--- src/rtl/pio_out_pulse_if.sv ---
// Avalon-MM slave bus bundle for pio_out_pulse: word address, select, write strobe and data paths.
interface pio_out_pulse_if;
    logic [2:0]  address;
    logic        chipselect;
    logic        write_n;
    logic [31:0] writedata;
    logic [31:0] readdata;

    modport master (
        output address,
        output chipselect,
        output write_n,
        output writedata,
        input  readdata
    );

    modport slave (
        input  address,
        input  chipselect,
        input  write_n,
        input  writedata,
        output readdata
    );
endinterface

--- src/rtl/pio_out_pulse.sv ---
// Output PIO with set/clear registers and a one-shot timed pulse overlay that raises a
// maskable done interrupt when the pulse expires.
module pio_out_pulse #(
    parameter int unsigned WIDTH = 18,
    parameter int unsigned LEN_W = 16
) (
    input  logic              clk,
    input  logic              reset_n,
    pio_out_pulse_if.slave    bus,
    output logic              irq,
    output logic [WIDTH-1:0]  out_port
);

    localparam logic [2:0] AddrData     = 3'd0;
    localparam logic [2:0] AddrIrqMask  = 3'd2;
    localparam logic [2:0] AddrStatus   = 3'd3;
    localparam logic [2:0] AddrOutSet   = 3'd4;
    localparam logic [2:0] AddrOutClr   = 3'd5;
    localparam logic [2:0] AddrPulseLen = 3'd6;
    localparam logic [2:0] AddrPulse    = 3'd7;

    typedef enum logic [0:0] {
        StIdle,
        StBusy
    } state_e;

    state_e             state_q, state_d;
    logic [WIDTH-1:0]   data_q, data_d;
    logic [WIDTH-1:0]   pulse_mask_q, pulse_mask_d;
    logic [LEN_W-1:0]   cnt_q, cnt_d;
    logic [LEN_W-1:0]   pulse_len_q, pulse_len_d;
    logic               irq_mask_q, irq_mask_d;
    logic               done_q, done_d;
    logic               overrun_q, overrun_d;
    logic [31:0]        readdata_q, readdata_d;

    logic               wr_en;
    logic               pulse_wr;
    logic               status_wr;
    logic               pulse_done;
    logic               overrun_set;
    logic               busy;
    logic [WIDTH-1:0]   wdata;
    logic [LEN_W-1:0]   len_load;
    logic               unused_wdata;

    assign wr_en     = bus.chipselect & ~bus.write_n;
    assign pulse_wr  = wr_en && (bus.address == AddrPulse);
    assign status_wr = wr_en && (bus.address == AddrStatus);
    assign wdata     = bus.writedata[WIDTH-1:0];
    assign busy      = (state_q == StBusy);

    // Upper write-data bits are only meaningful for some registers.
    assign unused_wdata = ^bus.writedata;

    // A programmed length of zero still yields a single-cycle pulse.
    assign len_load = (pulse_len_q == '0) ? LEN_W'(1) : pulse_len_q;

    // Register file: DATA, OUTSET/OUTCLEAR, IRQ_MASK and PULSE_LEN.
    always_comb begin
        data_d      = data_q;
        irq_mask_d  = irq_mask_q;
        pulse_len_d = pulse_len_q;
        if (wr_en) begin
            case (bus.address)
                AddrData:     data_d      = wdata;
                AddrIrqMask:  irq_mask_d  = bus.writedata[0];
                AddrOutSet:   data_d      = data_q | wdata;
                AddrOutClr:   data_d      = data_q & ~wdata;
                AddrPulseLen: pulse_len_d = bus.writedata[LEN_W-1:0];
                default:      ;
            endcase
        end
    end

    // Pulse FSM: a load in idle arms the counter; the busy state runs exactly len_load cycles.
    always_comb begin
        state_d      = state_q;
        cnt_d        = cnt_q;
        pulse_mask_d = pulse_mask_q;
        pulse_done   = 1'b0;
        overrun_set  = 1'b0;
        case (state_q)
            StIdle: begin
                if (pulse_wr) begin
                    pulse_mask_d = wdata;
                    cnt_d        = len_load;
                    state_d      = StBusy;
                end
            end
            StBusy: begin
                if (pulse_wr) begin
                    overrun_set = 1'b1;
                end
                cnt_d = cnt_q - LEN_W'(1);
                if (cnt_q == LEN_W'(1)) begin
                    state_d    = StIdle;
                    pulse_done = 1'b1;
                end
            end
            default: state_d = StIdle;
        endcase
    end

    // Sticky status: a hardware set in the same cycle as a software clear wins.
    always_comb begin
        done_d    = done_q;
        overrun_d = overrun_q;
        if (status_wr) begin
            done_d    = 1'b0;
            overrun_d = 1'b0;
        end
        if (pulse_done) begin
            done_d = 1'b1;
        end
        if (overrun_set) begin
            overrun_d = 1'b1;
        end
    end

    // Read mux is sampled every cycle regardless of chipselect; write-only words read zero.
    always_comb begin
        readdata_d = '0;
        case (bus.address)
            AddrData:     readdata_d[WIDTH-1:0] = data_q;
            AddrIrqMask:  readdata_d[0]         = irq_mask_q;
            AddrStatus:   readdata_d[2:0]       = {overrun_q, done_q, busy};
            AddrPulseLen: readdata_d[LEN_W-1:0] = pulse_len_q;
            AddrPulse:    readdata_d[WIDTH-1:0] = pulse_mask_q;
            default:      ;
        endcase
    end

    always_ff @(posedge clk or negedge reset_n) begin
        if (!reset_n) begin
            state_q      <= StIdle;
            data_q       <= '0;
            pulse_mask_q <= '0;
            cnt_q        <= '0;
            pulse_len_q  <= LEN_W'(1);
            irq_mask_q   <= 1'b0;
            done_q       <= 1'b0;
            overrun_q    <= 1'b0;
            readdata_q   <= '0;
        end else begin
            state_q      <= state_d;
            data_q       <= data_d;
            pulse_mask_q <= pulse_mask_d;
            cnt_q        <= cnt_d;
            pulse_len_q  <= pulse_len_d;
            irq_mask_q   <= irq_mask_d;
            done_q       <= done_d;
            overrun_q    <= overrun_d;
            readdata_q   <= readdata_d;
        end
    end

    // Single OR stage straight from flops keeps the pins glitch-free.
    assign out_port     = data_q | (pulse_mask_q & {WIDTH{busy}});
    assign irq          = done_q & irq_mask_q;
    assign bus.readdata = readdata_q;

endmodule

--- src/flat_wrapper.sv ---
// flat-port wrapper written by rule: the top's interface ports become plain ports
module pio_out_pulse_flat 
#(
    parameter int unsigned WIDTH = 18,
    parameter int unsigned LEN_W = 16
)
  (clk, reset_n, irq, out_port, bus_address, bus_chipselect, bus_write_n, bus_writedata, bus_readdata);
  pio_out_pulse_if bus_i ();
  input  logic clk;
  input  logic reset_n;
  output logic irq;
  output logic [WIDTH-1:0] out_port;
  input wire logic [$bits(bus_i.address)-1:0] bus_address;
  input wire logic [$bits(bus_i.chipselect)-1:0] bus_chipselect;
  input wire logic [$bits(bus_i.write_n)-1:0] bus_write_n;
  input wire logic [$bits(bus_i.writedata)-1:0] bus_writedata;
  output wire logic [$bits(bus_i.readdata)-1:0] bus_readdata;
  assign bus_i.address = bus_address;
  assign bus_i.chipselect = bus_chipselect;
  assign bus_i.write_n = bus_write_n;
  assign bus_i.writedata = bus_writedata;
  assign bus_readdata = bus_i.readdata;
  pio_out_pulse #(.WIDTH(WIDTH), .LEN_W(LEN_W)) u_core (.clk(clk), .reset_n(reset_n), .bus(bus_i), .irq(irq), .out_port(out_port));
endmodule
--- config.mk ---
export PLATFORM = sky130hd
export DESIGN_NAME = pio_out_pulse_flat
export DESIGN_NICKNAME = d
export VERILOG_FILES = /design/src/rtl/pio_out_pulse_if.sv /design/src/rtl/pio_out_pulse.sv /design/src/flat_wrapper.sv
export SDC_FILE = /design/constraint.sdc
export NUM_CORES = 1
export LEC_CHECK = 0
export BUFFER_PORTS_ARGS = -buffer_cell sky130_fd_sc_hd__buf_4
export CORE_ASPECT_RATIO = 0.6
export CORE_MARGIN = 2
export CORE_UTILIZATION = 59
export DETAILED_ROUTE_END_ITERATION = 7
export PLACE_DENSITY = 0.85
export SETUP_SLACK_MARGIN = 0.15
export SYNTH_ARGS = -nofsm -noshare
export SYNTH_HDL_FRONTEND = slang
export SYNTH_SLANG_ARGS = --single-unit
--- constraint.sdc ---
create_clock -name clk -period 4.4 [get_ports clk]
set_clock_uncertainty 0.1 [all_clocks]
set_input_delay 0.22 -clock clk [delete_from_list [all_inputs] [get_ports clk]]
set_output_delay 0.22 -clock clk [all_outputs]
set_load 0.01 [all_outputs]
==> results of run 1 <==
worst register-to-register path, delay by kind of cell (launching register included):
| kind | cells | cell delay [ns] |
|---|---|---|
| buf+inv | 1 | 0.37 |
| flops | 1 | 0.40 |
| mux | 1 | 0.36 |
| simple gates | 1 | 0.92 |
cell type report:
cell class | count | share of cell area [%]
clock buffers | 15 | 5.34
clock inverters | 1 | 0.144
inverters | 5 | 0.361
multi-input cells | 268 | 38.6
flip-flops and latches | 90 | 43.3
well taps | 104 | 2.50
repair buffers | 67 | 9.72
Yosys cell counts, drive strengths merged (3+ instances only):
| library cell | count | area, um2 |
|---|---|---|
| a21oi | 7 | 35.0 |
| mux2 | 35 | 394 |
| dfrtp | 89 | 2230 |
| a211oi | 10 | 87.6 |
| nor4 | 7 | 73.8 |
| a22o | 21 | 184 |
| a31oi | 3 | 18.8 |
| nand3 | 5 | 30.0 |
| xor2 | 8 | 70.1 |
| a21o | 18 | 135 |
| mux2i | 16 | 160 |
| and3 | 11 | 68.8 |
| o22ai | 3 | 18.8 |
| nand2 | 24 | 105 |
| clkbuf | 7 | 28.8 |
| nor2 | 11 | 41.3 |
| and2 | 3 | 20.0 |
| o21ai | 35 | 175 |
| inv | 5 | 18.8 |
| nor3 | 6 | 62.6 |
| a221o | 3 | 30.0 |
| buf | 30 | 233 |
metrics by stage:
stage | total power [mW] | setup WS (ns) | instance area (um2) | cells
6_report | 2.06 | 2.14 | 5200 | 550
5_1_grt | 2.14 | 2.01 | 5200 | 550
4_1_cts | 2.06 | 2.12 | 5200 | 550
3_5_place_dp | 1.33 | 1.75 | 4910 | 533
3_3_place_gp | 1.32 | 1.84 | 4910 | 533
2_1_floorplan | 1.18 | 2.65 | 4540 | 400
repair_timing:
| action | 4_1_cts | 5_1_grt |
|---|---|---|
| resized for setup | 0 | 0 |
| hold buffers | 1 | 0 |
| endpoints found under the hold margin | 37 | 0 |
| setup buffers | 0 | 0 |
power by group through the flow:
stage | combinational, mW | clock, mW | sequential [mW]
after floorplan | 0.189 | 0 | 0.988
after global placement | 0.308 | 0 | 1.01
after detailed placement | 0.317 | 0 | 1.01
after CTS | 0.320 | 0.741 | 1.00
after global routing | 0.349 | 0.778 | 1.01
final | 0.318 | 0.733 | 1.01
flip-flops by register name (all words and copies together) (netlist names):
register	flops
u_core.bus.readdata	18
u_core.data_q	18
u_core.pulse_mask_q	18
u_core.cnt_q	16
u_core.pulse_len_q	16
u_core.busy	1
u_core.done_q	1
u_core.irq_mask_q	1
u_core.overrun_q	1
cell usage in the layout (no fill, tap or decap), types with 3 or more instances in the layout:
master	instances
o22ai_1	3
a31oi_1	3
buf_4	66
dfrtp_1	89
o21ai_0	35
nand3_1	4
a21oi_1	7
clkbuf_8	3
a211oi_1	9
and3_1	11
a21o_1	18
a221o_1	3
mux2_2	34
nor2_1	11
conb_1	14
mux2i_1	16
a22o_1	21
nand2_1	20
nand2_2	3
xor2_1	8
nor4_1	5
clkbuf_1	3
clkbuf_16	9
inv_1	5
cells by family (layout without fill, tap and decap cells):
logic type	count (synthesis)	after routing
xor+xnor	9	9
fa+ha+maj	2	2
mux	52	52
buf+inv	42	88
flops	90	90
other cells	1	14
compound gates	109	109
simple gates	82	82
metal layers:
metal / vias to the layer above / part of all wire, %
met5: - / 0
met4: 0 / 1.1
met3: 14 / 8.4
met2: 172 / 44
met1: 1694 / 46
li1: 1505 / -
path summary, 6_finish.rpt:
kind / startpoint / to / slack, ns / depth (start not counted)
worst max-delay path: bus_address[0] / u_core.pulse_mask_q[15]$_DFFE_PN0P_ / 2.14 / 5
worst min-delay path: bus_writedata[16] / u_core.data_q[16]$_DFFE_PN0P_ / 0.02 / 2
worst max register to register: u_core.busy$_DFF_PN0_ / u_core.pulse_mask_q[15]$_DFFE_PN0P_ / 2.14 / 3
worst min register to register: u_core.data_q[13]$_DFFE_PN0P_ / u_core.bus.readdata[13]$_DFF_PN0_ / 0.41 / 2
max in group asynchronous: reset_n / u_core.data_q[0]$_DFFE_PN0P_ / 2.83 / 3
min in group asynchronous: reset_n / u_core.data_q[14]$_DFFE_PN0P_ / 0.29 / 2
==> flow_metrics.py, run 1 <==
metrics = {
    "yosys": {
        "synth-seq-cells": 90,
        "synth_cells": 387,
        "synth_top_family_by_area": "compound AO/OA/AOI/OAI gates",
        "synth-xor-area-share_pct": 1.75,
        "synthArstFlopShare_pct": 100,
        "synth_cell_types": 57,
        "synthSimpleGateAreaFrac_pct": 11.6,
        "synth_edf_count": 0,
        "yosys_warnings": 0,
        "syn_area_um2": 4490,
        "synth_mux_area_share_pct": 12.8,
        "ys_seq_area_share_pct": 50.1,
        "synth_compound_area_share_pct": 16.8,
        "synth_fa_ha_area_share_pct": 0.557,
        "synth.avg_cell_area_um2": 11.6,
        "synth_top_flop_cell": "dfrtp_1",
    },
    "global_routing": {
        "met2_usage_pct": 39.3,
        "grt_pass1_vias": 3308,
        "grt_antenna_before_repair": 0,
        "grt_max_degree": 54,
        "busiest_layer": "met1",
        "grt_util_met3_pct": 7.53,
        "use_met1_pct": 42.2,
        "groute.usage.overall_pct": 27.8,
        "grt_overflow": 0,
        "grt_first_pass_wirelength_um": 17300,
    },
    "final_layout": {
        "fin_util_pct": 71.0,
        "drive_above_1_share_pct": 28.9,
        "multi_input_area_um2": 2010,
        "final_net_count": 482,
        "num-fill-cells": 530,
        "synthToLayoutAreaGrowth_pct": 15.8,
        "regArea_um2": 2250,
        "antennaDiodeCount": 0,
    },
    "critical_path": {
        "crit_arrival_ns": 2.39,
        "cp_cell_sequence": "buf_4 > nand3_2 > nor3_2 > buf_4 > mux2_2",
        "startpoint_type": "input port",
        "cp-end-kind": "register",
        "path_buf_inv": 2,
        "crit_fanout": 25,
        "crit_top_cell": "buf_4",
        "slowest_stage": "nor3_2",
        "critPathTopFamily": "simple AND/OR/NAND/NOR gates",
        "required_ns": 4.53,
        "path_class": "in2reg",
        "slowest_delay_ns": 0.91,
    },
    "clock_tree": {
        "cts_root_buffer": "clkbuf_16",
        "path_clk_slew_ns": 0.06,
        "h-tree-depth": 3,
        "cts_tree": "yes",
        "cts-root-to-sink-buffers": 2,
        "insertion_delay_ns": 0.34,
        "numCtsBuffers": 9,
        "clock-sinks": 90,
    },
    "sta": {
        "setup_viol": 0,
        "fin_crit_ns": 2.26,
        "slew_violations": 0,
        "max_freq_mhz": 442,
        "whs_ns": 0.0169,
        "hold_viol_final": 0,
        "min_period_over_period_pct": 51.5,
        "rsz0062_at_grt": "no",
        "finalSetupTns_ns": 0,
        "max_slew_margin_pct": 24.2,
        "worst_slew_pin_slew_ns": 1.13,
    },
    "pwr": {
        "swShare_pct": 26.4,
        "p_sw_mw": 0.543,
        "peakVddDrop_mv": 0.305,
        "p_seq_share_pct": 48.9,
        "internal-power_mw": 1.51,
        "clkPwrFrac_pct": 35.6,
        "p_comb_share_pct": 15.5,
        "powerDensity_nw_per_um2": 395,
        "p_leak_nw": 2.58,
    },
    "status": {
        "status": "finished clean",
    },
    "drt": {
        "drc_errors": 0,
        "dr.first_iter.drc_count": 428,
        "dr.pass1.iters": 6,
        "drt-total-wl_um": 10700,
        "post_drt_wl_per_cell_um": 19.5,
        "antenna_left": 0,
        "num_vias": 3385,
        "vias_per_cell": 6.15,
    },
    "worst_hold_path": {
        "worst_hold_path_type": "in2reg",
    },
    "die": {
        "die_w_um": 117,
        "core_um2": 7330,
        "initial_core_util_pct": 61.3,
        "die_height_um": 71.6,
        "row_count": 24,
        "dieArea_um2": 8350,
        "pin_count": 90,
    },
    "run": {
        "drv_cap": 0,
    },
    "place": {
        "dpl.hpwl_um": 7170,
        "place.gp.congestion": 0.883,
        "io_buffers": 61,
    },
}
No activity file was read; power rests on OpenSTA's default activity.
==> inputs of run 2 (changes only) <==
CORE_UTILIZATION = 55   (was 59)
PLACE_DENSITY = 0.8   (was 0.85)
clock period = 2.1 ns   (was 4.4 ns; I/O delays follow)
==> run 2 against run 1 <==
Sequential power is 110% higher. Total power up 120%. Core utilization decreased by 0.62 points. Cell area up 7.1%. Combinational power rose by 120%. Non-clock buffer count rose by 34. Via count up 3.5%. Wire length grew 8.1%. Hold slack gained 0.061 ns. Clock power grew 130%. Critical path depth grew 1. Count of clock-buffer cells in the layout fell by 5. Critical endpoint is now u_core.cnt_q[4]$_DFFE_PN0P_.
==> flow_metrics.py, run 2 (synthesized netlist as in run 1, its figures left out) <==
metrics = {
    "pwr": {
        "peakVddDrop_mv": 0.508,
        "p_leak_nw": 2.77,
        "powerDensity_nw_per_um2": 817,
    },
    "final_layout": {
        "final_common_cell": "dfrtp_1",
        "final_net_count": 516,
        "num-fill-cells": 563,
        "synthToLayoutAreaGrowth_pct": 23.9,
        "multi_input_area_um2": 2020,
        "drive_above_1_share_pct": 31.0,
        "regArea_um2": 2250,
        "final_cell_mix": "dfrtp_1, buf_4, o21ai_0",
        "antennaDiodeCount": 0,
    },
    "drt": {
        "num_vias": 3502,
        "post_drt_wl_per_cell_um": 19.7,
        "dr.pass1.iters": 5,
        "antenna_left": 0,
        "dr.first_iter.drc_count": 309,
        "drc_errors": 0,
        "vias_per_cell": 5.96,
        "drt-total-wl_um": 11600,
    },
    "critical_path": {
        "startpoint_type": "register",
        "cp-end-kind": "register",
        "slowest_delay_ns": 0.50,
        "slowest_stage": "or4bb_1",
        "r2r_start": "u_core.cnt_q[1]$_DFFE_PN0P_",
        "timing.rr.end": "u_core.cnt_q[4]$_DFFE_PN0P_",
        "cp_cell_sequence": "inv_1 > ha_2 > or4bb_1 > nand2_1 > nor2_1 > a211o_1",
        "ff2ff_path_depth": 6,
        "r2r_slack_ns": 0.23,
        "crit_fanout": 5,
        "required_ns": 2.23,
        "path_class": "reg2reg",
        "crit_start": "u_core.cnt_q[1]$_DFFE_PN0P_",
        "endpoint": "u_core.cnt_q[4]$_DFFE_PN0P_",
        "crit_arrival_ns": 2.00,
    },
    "die": {
        "die_height_um": 74.0,
        "pin_count": 90,
        "die_w_um": 121,
        "row_count": 25,
        "dieArea_um2": 8930,
        "initial_core_util_pct": 56.8,
        "core_um2": 7910,
    },
    "global_routing": {
        "groute.usage.overall_pct": 27.8,
        "grt_first_pass_wirelength_um": 18600,
        "grt_antenna_before_repair": 0,
        "grt_max_degree": 48,
        "grt_pass1_vias": 3492,
        "grt_overflow": 0,
    },
    "run": {
        "drv_cap": 0,
    },
    "sta": {
        "hold_viol_final": 0,
        "setup_ws_ns": 0.232,
        "max_freq_mhz": 535,
        "min_period_over_period_pct": 89.0,
        "rsz0062_at_grt": "no",
        "fin_crit_ns": 1.87,
        "slew_violations": 0,
        "finalSetupTns_ns": 0,
        "setup_viol": 0,
    },
    "clock_tree": {
        "clock-sinks": 90,
        "cts_root_buffer": "clkbuf_16",
        "h-tree-depth": 3,
        "cts-root-to-sink-buffers": 2,
        "path_clk_slew_ns": 0.06,
        "cts_tree": "yes",
        "insertion_delay_ns": 0.34,
        "cts_setup_buffers": 0,
        "numCtsBuffers": 9,
    },
    "place": {
        "dpl.hpwl_um": 7660,
        "io_buffers": 61,
        "place.gp.congestion": 0.865,
        "place_ws_ns": 0.140,
    },
    "status": {
        "status": "finished clean",
    },
    "worst_hold_path": {
        "worst_hold_path_type": "in2async",
    },
}
run 2: cell count changes in the layout (fill, tap and decap cells not counted), sizes merged:
| cell | change |
|---|---|
| dlygate4sd3 | +20 |
| buf | +14 |
| clkbuf | -5 |
| clkinv | +4 |
| bufinv | +2 |
| clkinvlp | -1 |
run 2: worst min-delay path by stage:
stage / start / to / slack [ns] / cells after the start
detailed placement: reset_n / u_core.bus.readdata[14]$_DFF_PN0_ / -0.10 / 1
floorplan: reset_n / u_core.bus.readdata[0]$_DFF_PN0_ / -0.29 / 0
global placement: reset_n / u_core.bus.readdata[14]$_DFF_PN0_ / -0.10 / 1
finish: reset_n / u_core.bus.readdata[14]$_DFF_PN0_ / 0.08 / 2
CTS: reset_n / u_core.bus.readdata[14]$_DFF_PN0_ / 0.08 / 2
global route: reset_n / u_core.data_q[14]$_DFFE_PN0P_ / 0.09 / 2
run 2: cell type report:
class,instances,share of cell area [%]
clock buffer,10,4.29
sequential,90,40.5
timing repair buffer,101,14.8
tap,108,2.43
clock inverter,6,1.44
multi-input combinational,268,36.3
inverter,5,0.337
run 2: routing by layer:
layer,GRT usage (%),wire length [um],up-vias
li1,-,-,1575
met1,40.1,5300,1729
met2,41.7,5080,181
met3,7.59,1050,17
met4,8.01,153,0
met5,0,0,-
run 2: where the power goes:
part,switching [mW],internal (mW)
Sequential,0.195,1.92
Combinational,0.324,0.391
Clock,0.658,1.07
run 2: stage by stage:
stage	total power [mW]	instance area, um2	utilization (%)	cells	hold slack, ns
2_1_floorplan	2.47	4540	-	400	-0.291
3_3_place_gp	2.78	5030	63.6	551	-0.102
3_5_place_dp	2.81	5030	63.6	551	-0.102
4_1_cts	4.57	5560	70.3	588	0.0829
5_1_grt	4.73	5570	70.4	588	0.0917
6_report	4.55	5570	70.4	588	0.0783
run 2: critical path: cells and delay by family (launching register included):
family,cells,cell delay [ns]
adder cells (fa/ha/maj),1,0.23
AO/OA/AOI/OAI,1,0.26
AND/OR/NAND/NOR,3,0.63
buffers and inverters,1,0.13
flip-flops,1,0.42
run 2: repair_timing:
item	4_1_cts	5_1_grt
endpoints found under the setup margin	1	5
gates resized for setup	1	3
gates cloned	0	0
hold endpoints to repair	145	0
hold buffers	21	0
